--- config.mk ---
export PLATFORM = sky130hd
export DESIGN_NAME = lfsr_gen
export DESIGN_NICKNAME = d
export VERILOG_FILES = /design/src/rtl/lfsr_gen.sv
export SDC_FILE = /design/constraint.sdc
export NUM_CORES = 1
export LEC_CHECK = 0
export CAP_MARGIN = 40
export CORE_MARGIN = 1.5
export CORE_UTILIZATION = 39
export CTS_CLUSTER_DIAMETER = 100
export DETAILED_ROUTE_END_ITERATION = 12
export PLACE_DENSITY = 0.89
export SYNTH_ARGS = -nofsm -noshare
export SYNTH_HDL_FRONTEND = slang
export SYNTH_SLANG_ARGS = --single-unit
--- constraint.sdc ---
create_clock -name clk -period 1.8 [get_ports clk]
set_input_delay 0.27 -clock clk [delete_from_list [all_inputs] [get_ports clk]]
set_output_delay 0.27 -clock clk [all_outputs]
set_load 0.01 [all_outputs]
--- src/rtl/lfsr_gen.sv ---
// Parametrised Fibonacci/Galois LFSR with seed load, zero-state recovery and
// optional sequence-period measurement enabled by the LFSR_PERIOD_EN macro.
module lfsr_gen #(
  parameter int               WIDTH      = 8,
  parameter logic [WIDTH-1:0] TAPS       = 8'hB8,
  parameter logic [WIDTH-1:0] GTAPS      = 8'h1D,
  parameter logic [WIDTH-1:0] RESET_SEED = 8'h01
) (
  input  logic             clk,
  input  logic             rst,
  input  logic             en,
  input  logic             load,
  input  logic [WIDTH-1:0] seed,
  input  logic             mode,
  output logic [WIDTH-1:0] data,
  output logic             out,
  output logic             lockup,
  output logic             wrap,
  output logic [WIDTH-1:0] period
);

  localparam logic [WIDTH-1:0] ZERO = {WIDTH{1'b0}};
  localparam logic [WIDTH-1:0] ONE  = {{(WIDTH-1){1'b0}}, 1'b1};
  localparam logic [WIDTH-1:0] ONES = {WIDTH{1'b1}};

  function automatic logic [WIDTH-1:0] fib_step(input logic [WIDTH-1:0] s);
    return {s[WIDTH-2:0], ^(s & TAPS)};
  endfunction

  function automatic logic [WIDTH-1:0] gal_step(input logic [WIDTH-1:0] s);
    return {s[WIDTH-2:0], 1'b0} ^ ({WIDTH{s[WIDTH-1]}} & GTAPS);
  endfunction

  logic [WIDTH-1:0] state_r;
  logic             lockup_r;
  logic             zero_s;
  logic [WIDTH-1:0] next_s;

  // Next state for an enabled step; the all-zero state is forced out to 1.
  always_comb begin
    zero_s = (state_r == ZERO);
    next_s = state_r;
    if (zero_s) begin
      next_s = ONE;
    end else if (mode) begin
      next_s = gal_step(state_r);
    end else begin
      next_s = fib_step(state_r);
    end
  end

  // State register and lock-up pulse: load beats en beats hold.
  always_ff @(posedge clk or negedge rst) begin
    if (!rst) begin
      state_r  <= RESET_SEED;
      lockup_r <= 1'b0;
    end else if (load) begin
      state_r  <= seed;
      lockup_r <= 1'b0;
    end else if (en) begin
      state_r  <= next_s;
      lockup_r <= zero_s;
    end else begin
      lockup_r <= 1'b0;
    end
  end

  assign data   = state_r;
  assign out    = state_r[WIDTH-1];
  assign lockup = lockup_r;

`ifdef LFSR_PERIOD_EN
  logic [WIDTH-1:0] start_r;
  logic [WIDTH-1:0] cnt_r;
  logic [WIDTH-1:0] period_r;
  logic             wrap_r;
  logic [WIDTH-1:0] cnt_inc_s;
  logic             hit_s;

  // Saturating step count and detection of a return to the start value.
  always_comb begin
    cnt_inc_s = (cnt_r == ONES) ? cnt_r : (cnt_r + ONE);
    hit_s     = 1'b0;
    if (!zero_s && (start_r != ZERO) && (next_s == start_r)) begin
      hit_s = 1'b1;
    end else begin
      hit_s = 1'b0;
    end
  end

  // Period measurement registers; a load restarts counting from the new seed.
  always_ff @(posedge clk or negedge rst) begin
    if (!rst) begin
      start_r  <= RESET_SEED;
      cnt_r    <= ZERO;
      period_r <= ZERO;
      wrap_r   <= 1'b0;
    end else if (load) begin
      start_r <= seed;
      cnt_r   <= ZERO;
      wrap_r  <= 1'b0;
    end else if (en) begin
      if (hit_s) begin
        period_r <= cnt_inc_s;
        cnt_r    <= ZERO;
        wrap_r   <= 1'b1;
      end else begin
        cnt_r  <= cnt_inc_s;
        wrap_r <= 1'b0;
      end
    end else begin
      wrap_r <= 1'b0;
    end
  end

  assign wrap   = wrap_r;
  assign period = period_r;
`else
  assign wrap   = 1'b0;
  assign period = ZERO;
`endif

endmodule
After elaboration in Yosys (flattened, before gate mapping)

Cells that the tools add are included.

Add/sub/neg operators: 0
Multiply operators: 0
Div/mod/pow operators: 0
Magnitude comparators: 0
Equality and inequality tests: 0
Shift-type cells: 0
Multiplexer cells: 6
Bitwise operators: 1
Reductions and logical operators: 3

Operator list:

| cell                                         | number |
|---|---|
| 8-bit two-way mux                            | 4 |
| 8-bit zero test                              | 1 |
| 8-bit XOR reduction                          | 1 |
| 8-bit by 5-bit bitwise XOR with 8-bit output | 1 |
| 1-bit two-way mux                            | 2 |
| 2-bit nonzero test                           | 1 |

Bits in registers: 9
Bits in latches: 0
RAM bits: 0
ROM bits: 0
Bits of input ports: 13
Output and inout port bits: 19
Word-level logic and storage cells: 12
Memories kept: 0

Longest topological paths before layout

Gate-level depths: netlist (run 1).

Word-level depth: 5
Depth in mapped cells: 6
Depth with buffers taken out: 6

Worst setup path before layout (run 1)

No wires, ideal clock.

Path type: register to register
From: reg state_r[4], in the netlist data[4]
To: reg state_r[0], in the netlist data[0]
Library setup time: 0.077 ns
Arrival: 1.191 ns
Data required time: 1.723 ns
Path slack: 0.532 ns
Cell stages (with the launch flop): 7
Buffers on the path: 0
Clock period less this slack: 1.268 ns
Cells stage by stage: dfrtp_1 -> inv_1 -> ha_1 -> xnor2_1 -> nor2_1 -> xnor2_1 -> a31oi_1

Cells in the longest elaborated chain, start to end: 5
Elaborated cells on any way between the ends: 6
Those cells by class: mux (4); reduce/logical (2)

RTL lines:

| item                     | line | text |
|---|---|---|
| start: declaration       | 34   | `logic [WIDTH-1:0] state_r;` |
| start signal: assignment | 61   | `state_r <= next_s;` |
| 8-bit XOR reduction      | 27   | `return {s[WIDTH-2:0], ^(s & TAPS)};` |
| 8-bit two-way mux        | 45   | `end else if (mode) begin` |
| 8-bit two-way mux (*)    | 43   | `if (zero_s) begin` |
| 8-bit two-way mux (*)    | 60   | `end else if (en) begin` |
| 8-bit two-way mux (*)    | 57   | `end else if (load) begin` |

Mark *: on every way between the ends. The rest lies on a longest branch, timed or not. The select of a mux whose other input is x is not followed.
A chain may end at the register's enable or synchronous reset.

Worst setup path in the final report (run 1)

From: reg state_r[0], in the netlist data[0]
To: out data[0]

RTL lines:

| item             | line | text |
|---|---|---|
| end: declaration | 15   | `output logic [WIDTH-1:0] data,` |

No word-level cell between the ends.

==> impl_results.md, run 1 <==
* Status: completed
* FILL cells at 137
* Netlist Area Pre-Place at 571 µm²
* CP endpoint kind: primary output
* Post-synthesis sequential area ratio at 39.7%
* Wirelength per Cell at 12.0 µm
* Chip height at 41.3 µm
* # diodes at 0
* Max-Cap Viols at 0
* Vias per cell at 4.80
* Clock power share at 26.2%
* # IOs at 32
* Minimum clock period at 1.65 ns
* Total negative setup slack at 0 ns
* Longest Clk Path Bufs at 2
* Commonest non-fill, non-tap cell in the layout: clkdlybuf4s50_1
* DR pass1 iterations at 3
* Final Setup Violations at 0
* Post-route cell area at 791 µm²
* Total grt overflow at 0
* Final HPWL DP at 974 µm
* Worst-path clk slew at 0.06 ns
* CP required at 1.53 ns
* Initial antenna violation count at 0
* Part of the power in registers at 42.6%
* PD cells at 755 mW/mm²
* DR iter-0 viols at 11
* Vias in the first global route at 431
* Worst r2r src: data[7]
* Final nets at 103
* Register Area at 226 µm²
* Worst path cell trace: clkdlybuf4s50_1
* Leak Pwr at 0.344 nW
* Critical path's largest stage delay at 0.57 ns
* Num CTS Buffers at 3
* Area after DPL at 764 µm²
* Core Box Area at 0.00133 mm²
* Share of layout cells above drive strength 1 at 7.95%
* CP Launch Type: flop
* Mapped Cells at 65
* Die width at 41.3 µm
* Initial Util at 42.8%
* Final Power at 0.000597 W
* Post-CTS Setup Bufs at 0
* DRT antenna net count at 0
* CTS Root Cell: clkbuf_4
* Top Family by Delay on Critical Path: flip-flops
* CTS Sinks at 9
* # port buffers at 22
* # rows at 13
* Peak Freq at 606 MHz
* Pin count of the biggest net entering global routing at 11
* Hold Crit Class: primary input to asynchronous set/reset pin
* Hold Fails Final Rpt at 0
* CTS tree: yes
* Die area at 0.00170 mm²
* GPL Wtd Cong at 0.809
* Area occupied by multi-input gates at 273 µm²
* Worst Path Arrival at 1.38 ns
* Worst Path Buf+Inv at 1
* Critical path peak fanout at 5
* Mean Syn Cell Area at 8.78 µm²
* H-tree Lvls at 1
* Distinct cells, synth at 21
* Drt drc at 0
* Syn. warnings at 0
* Int Pwr at 0.000418 W
* Hold Buf Count CTS at 0
* Post_cts resized at 0
* Worst VDD drop at 0.383 mV
* Crit path kind: flop to primary output
* Sw Ratio at 30.0%
* Switch Pwr at 0.000179 W
* Flops & latches, synth at 9
* RSZ-0062 raised after global routing: no
* First-pass GRT wire length at 1880 µm
* Final wirelength at 1240 µm
* Final Max Slew Viols at 0
* Clk_skew at 0.00224 ns
* Slowest CP cell: dfstp_2
* Via Count at 494
* Most frequent cells in the layout: 22 x clkdlybuf4s50_1, 9 x conb_1, 8 x dfrtp_1
* All-layer global routing usage at 17.9%
* Setup crit start: data[0]
* Final worst path period share at 91.7%
* Worst skew pair latency at 0.26 ns
* Layout area overhead at 38.6%
* Logic pwr share at 31.2%
==> power groups by stage <==
stage	clock network [W]	logic, W	registers (W)
final	0.000157	0.000186	0.000254
after global routing	0.000173	0.000205	0.000258
after CTS	0.000160	0.000187	0.000255
after detailed placement	0	0.000186	0.000258
after global placement	0	0.000182	0.000256
after floorplan	0	0.000102	0.000263
==> path summary, 6_finish.rpt <==
| kind | endpoint | slack (ns) | cells after the start |
|---|---|---|---|
| max | data[0] | 0.15 | 1 |
| min | data[1] | 0.30 | 1 |
| max reg2reg | data[6] | 0.43 | 4 |
| min reg2reg | data[5] | 0.59 | 2 |
| max in group asynchronous | data[0] | 1.18 | 1 |
| min in group clk | data[1] | 0.57 | 3 |
==> synthesized netlist by cell type, drive strengths merged <==
master | n | area share (%)
nor4 | 1 | 1.1
a21oi | 7 | 6.1
xnor2 | 2 | 3.1
nand3b | 1 | 2.0
dfrtp | 8 | 35
o21ai | 7 | 6.1
nor3b | 3 | 3.9
dfstp | 1 | 4.6
nand2 | 3 | 2.0
inv | 3 | 2.0
xor2 | 3 | 4.6
nor2 | 4 | 2.6
mux2i | 2 | 3.5
conb | 1 | 0.66
nor3 | 3 | 2.6
ha | 1 | 2.2
a31oi | 1 | 1.1
nand3 | 1 | 0.88
buf | 13 | 16
==> cell type report <==
class / count / share of cell area (%)
Sequential cell: 9 / 28.6
Inverter: 3 / 1.42
Multi-Input combinational cell: 48 / 34.5
Tap cell: 15 / 2.37
Clock buffer: 4 / 3.32
Timing Repair Buffer: 24 / 29.7
==> flip-flops by register name, indices dropped and copies added, names as in the netlist <==
name and flops:
data 8, lockup 1
==> per-stage QoR <==
| stage | instances | setup WS (ns) | util (%) | hold slack [ns] |
|---|---|---|---|---|
| after detailed placement | 99 | 0.260 | 57.3 | 0.581 |
| after global placement | 99 | 0.367 | 57.3 | 0.569 |
| after CTS | 103 | 0.145 | 59.3 | 0.314 |
| after global routing | 103 | 0.123 | 59.3 | 0.325 |
| after floorplan | 73 | 0.532 | - | -0.0256 |
| final | 103 | 0.150 | 59.3 | 0.302 |
==> logic make-up (layout without fill, tap and decap cells) <==
| logic type | Yosys count | after routing | synth area share, % |
|---|---|---|---|
| mux | 2 | 2 | 3.51 |
| simple gates | 16 | 16 | 15.1 |
| xor+xnor | 5 | 5 | 7.68 |
| other cells | 1 | 9 | 0.657 |
| compound gates | 15 | 15 | 13.4 |
| fa+ha+maj | 1 | 1 | 2.19 |
| flops | 9 | 9 | 39.7 |
| buf+inv | 16 | 31 | 17.8 |
==> routing by layer <==
| layer | up-vias | GRT usage, % | part of all wire (%) |
|---|---|---|---|
| met5 | - | 0 | 0 |
| li1 | 245 | - | - |
| met2 | 26 | 29.3 | 49 |
| met4 | 0 | 7.26 | 1.1 |
| met1 | 221 | 21.1 | 42 |
| met3 | 2 | 6.52 | 7.6 |
(Power assumes the default switching activity.)
==> run 2, diff against run 1 <==
- CORE_UTILIZATION: 39 -> 25
- PLACE_DENSITY: 0.89 -> 0.64
==> impl_results.md, run 2 (same netlist as run 1, synthesis figures left out) <==
* Post_cts resized at 0
* Int Pwr at 0.000416 W
* Crit path kind: flop to primary output
* CTS Root Cell: clkbuf_4
* Final worst path period share at 90.2%
* Worst path cell trace: clkdlybuf4s50_1
* WP depth at 1
* Placed insts at 111
* Final HPWL DP at 902 µm
* # IOs at 32
* Die width at 50.8 µm
* Drt drc at 0
* Worst-path clk slew at 0.06 ns
* Total grt overflow at 0
* Clk_skew at 0.00180 ns
* # diodes at 0
* Longest Clk Path Bufs at 2
* Vias in the first global route at 458
* Number of flip-flops in the largest register at 8
* CP Launch Type: flop
* Part of the power in registers at 43.0%
* Total negative setup slack at 0 ns
* Critical path peak fanout at 5
* Leak Pwr at 0.340 nW
* Logic pwr share at 31.2%
* # port buffers at 22
* # rows at 17
* Peak Freq at 616 MHz
* Worst r2r src: data[4]
* Initial antenna violation count at 0
* Slowest CP cell: dfstp_2
* All-layer global routing usage at 10.3%
* Setup crit start: data[0]
* Final Max Slew Viols at 0
* First-pass GRT wire length at 1930 µm
* Post-CTS Setup Bufs at 0
* Pin count of the biggest net entering global routing at 14
* Clock power share at 25.7%
* Final Setup Violations at 0
* CTS tree: yes
* Chip height at 50.8 µm
* Vias per cell at 4.23
* Final setup margin at 0.176 ns
* Final non-filler cell total at 115
* Top Family by Delay on Critical Path: flip-flops
* DR iter-0 viols at 1
* CP endpoint kind: primary output
* Core Box Area at 0.00219 mm²
* Share of layout cells above drive strength 1 at 6.90%
* Wirelength per Cell at 9.85 µm
* R2R cell count at 6
* Switch Pwr at 0.000170 W
* Sw Ratio at 29.1%
* Initial Util at 26.0%
* Hold Fails Final Rpt at 0
* Critical path's largest stage delay at 0.56 ns
* DRT antenna net count at 0
* Final wirelength at 1130 µm
* Final nets at 102
* Most frequent cells in the layout: 22 x clkdlybuf4s50_1, 9 x conb_1, 8 x dfrtp_1
* Commonest non-fill, non-tap cell in the layout: clkdlybuf4s50_1
* RSZ-0062 raised after global routing: no
* GPL Wtd Cong at 0.796
* Layout area overhead at 40.1%
* Hold Slack at 0.308 ns
* Minimum clock period at 1.62 ns
* CTS Sinks at 9
* Status: completed
* Die area at 0.00258 mm²
* Worst Path Buf+Inv at 1
* CP required at 1.53 ns
* DR pass1 iterations at 4
* Num CTS Buffers at 3
* PD cells at 734 mW/mm²
* Hold Crit Class: primary input to asynchronous set/reset pin
* Worst VDD drop at 0.234 mV
* Hold Buf Count CTS at 0
* Post-Place Setup Slack at 0.322 ns
* Worst skew pair latency at 0.25 ns
* Max-Cap Viols at 0
* H-tree Lvls at 1
* Worst Path Arrival at 1.35 ns
* Via Count at 486
## run 2: cell count changes in the layout (fill, tap and decap cells not counted)
cell,delta
buf_4,-1
## run 2: metrics by stage
step	area, µm²	utilization (%)	power (W)
3_3_place_gp	773	35.3	0.000439
4_1_cts	800	36.5	0.000596
6_report	800	36.5	0.000587
3_5_place_dp	773	35.3	0.000440
2_1_floorplan	601	-	0.000364
5_1_grt	800	36.5	0.000639
## run 2: final timing paths
path	to	slack, ns
min reg2reg	data[5]	0.60
max reg2reg	data[0]	0.49
min in group clk	data[5]	0.60
max in group asynchronous	data[0]	1.17
min	data[7]	0.31
max	data[0]	0.18
## run 2: cell type report
type                    instances  area (µm²)
repair buffers                 23         228
multi-input cells              48         273
clock buffers                   4        26.3
fillers                       237        1390
flip-flops and latches          9         226
inverters                       3        11.3
well taps                      28        35.0
## run 2: power by group through the flow
stage	combinational (W)	sequential (W)	clock, W
after CTS	0.000185	0.000253	0.000157
after global placement	0.000183	0.000256	0
after detailed placement	0.000184	0.000257	0
after floorplan	0.000102	0.000263	0
final	0.000183	0.000252	0.000151
after global routing	0.000206	0.000256	0.000177
## run 2: layer usage
layer  global-route usage (%)  part of all wire (%)  vias up
li1                         -                     -      246
met1                     12.4                    44      221
met2                     14.5                    47       19
met4                     5.86                     0        0
met3                     5.36                   9.6        0
met5                        0                     0        -
==> run 3, diff against run 2 <==
- CAP_MARGIN: 40 -> default
- RECOVER_POWER: default -> 50
==> impl_results.md, run 3 (same netlist as run 1, synthesis figures left out) <==
* # diodes at 0
* Pin count of the biggest net entering global routing at 14
* Final wirelength at 1130 µm
* Share of layout cells above drive strength 1 at 6.90%
* # IOs at 32
* Max layer used: met3
* Final Max Slew Viols at 0
* Vias per cell at 4.23
* CP endpoint kind: primary output
* Met2 WL at 527 µm
* Fin util at 36.5%
* Final HPWL DP at 902 µm
* GPL Wtd Cong at 0.796
* Worst Path Arrival at 1.35 ns
* Initial Util at 26.0%
* Switch Pwr at 0.000170 W
* Die width at 50.8 µm
* Slowest CP cell: dfstp_2
* Worst skew pair latency at 0.25 ns
* Critical path's largest stage delay at 0.56 ns
* Die area at 0.00258 mm²
* Num CTS Buffers at 3
* # rows at 17
* Drt drc at 0
* Post-CTS Setup Bufs at 0
* Worst-path clk slew at 0.06 ns
* Worst VDD drop at 0.234 mV
* Part of the power in registers at 43.1%
* DRT antenna net count at 0
* Total negative setup slack at 0 ns
* Area after DPL at 773 µm²
* All-layer global routing usage at 10.3%
* Worst Path Buf+Inv at 1
* Leak Pwr at 0.340 nW
* Worst r2r src: data[4]
* H-tree Lvls at 1
* Top Family by Delay on Critical Path: flip-flops
* Number of flip-flops in the largest register at 8
* First-pass GRT wire length at 1930 µm
* Worst path cell trace: clkdlybuf4s50_1
* Layout area overhead at 40.1%
* Clock power share at 25.8%
* CP Launch Type: flop
* Initial antenna violation count at 0
* Most frequent cells in the layout: 20 x clkdlybuf4s50_1, 9 x conb_1, 8 x dfrtp_1
* CTS Root Cell: clkbuf_4
* Commonest non-fill, non-tap cell in the layout: clkdlybuf4s50_1
* Crit path kind: flop to primary output
* Int Pwr at 0.000415 W
* Total grt overflow at 0
* Final Power at 0.000585 W
* Status: completed
* Final Setup Violations at 0
* Max-Cap Viols at 0
* Met3 routed wirelength at 108 µm
* CTS tree: yes
* Final worst path period share at 90.2%
* Via Count at 486
* # port buffers at 22
* Vias in the first global route at 458
* Register-to-Register Setup Slack at 0.49 ns
* Post-route cell area at 800 µm²
* Wirelength per Cell at 9.85 µm
* Hold Crit Class: primary input to asynchronous set/reset pin
* Sw Ratio at 29.1%
* Reg2Reg Capture Point: data[0]
* CTS Sinks at 9
* DR pass1 iterations at 4
* Minimum clock period at 1.62 ns
* DR iter-0 viols at 3
* Hold Fails Final Rpt at 0
* Clk_skew at 0.00180 ns
* Core Box Area at 0.00219 mm²
* Peak Freq at 616 MHz
* Critical path peak fanout at 5
* CP required at 1.53 ns
* R2R cell count at 6
* Final nets at 102
* Longest Clk Path Bufs at 2
* Hold Slack at 0.379 ns
* RSZ-0062 raised after global routing: no
* Chip height at 50.8 µm
* Logic pwr share at 31.1%
* Met1 WL at 497 µm
* Post_cts resized at 0
* Hold Buf Count CTS at 0
* PD cells at 732 mW/mm²
==> run 3: metal layers <==
layer / up-vias / GRT usage (%)
li1: 246 / -
met1: 221 / 12.4
met2: 19 / 14.5
met3: 0 / 5.36
met4: 0 / 5.86
met5: - / 0
==> run 3: area by class of cell <==
class / count / area (µm²)
well taps: 28 / 35.0
clock buffers: 4 / 26.3
flip-flops and latches: 9 / 226
fillers: 237 / 1390
repair buffers: 23 / 228
inverters: 3 / 11.3
multi-input cells: 48 / 273
==> run 3: per-stage QoR <==
stage          setup WS (ns)  cells
3_3_place_gp           0.332    111
3_5_place_dp           0.322    111
5_1_grt                0.124    115
2_1_floorplan          0.532     73
6_report               0.176    115
4_1_cts                0.166    115
==> run 3: worst max path at each step <==
stage             from  endpoint  cells past startpoint
4_1_cts        data[0]   data[0]                      1
3_5_place_dp        en   data[6]                      3
3_3_place_gp        en   data[4]                      3
2_1_floorplan  data[4]   data[0]                      6
6_report       data[0]   data[0]                      1
5_1_grt        data[0]   data[0]                      1
==> run 3: power by group through the flow <==
stage | clock, W | sequential [W] | combinational, W
after floorplan | 0 | 0.000263 | 0.000102
after global placement | 0 | 0.000256 | 0.000183
after detailed placement | 0 | 0.000257 | 0.000184
after CTS | 0.000157 | 0.000253 | 0.000185
after global routing | 0.000177 | 0.000256 | 0.000204
final | 0.000151 | 0.000252 | 0.000182
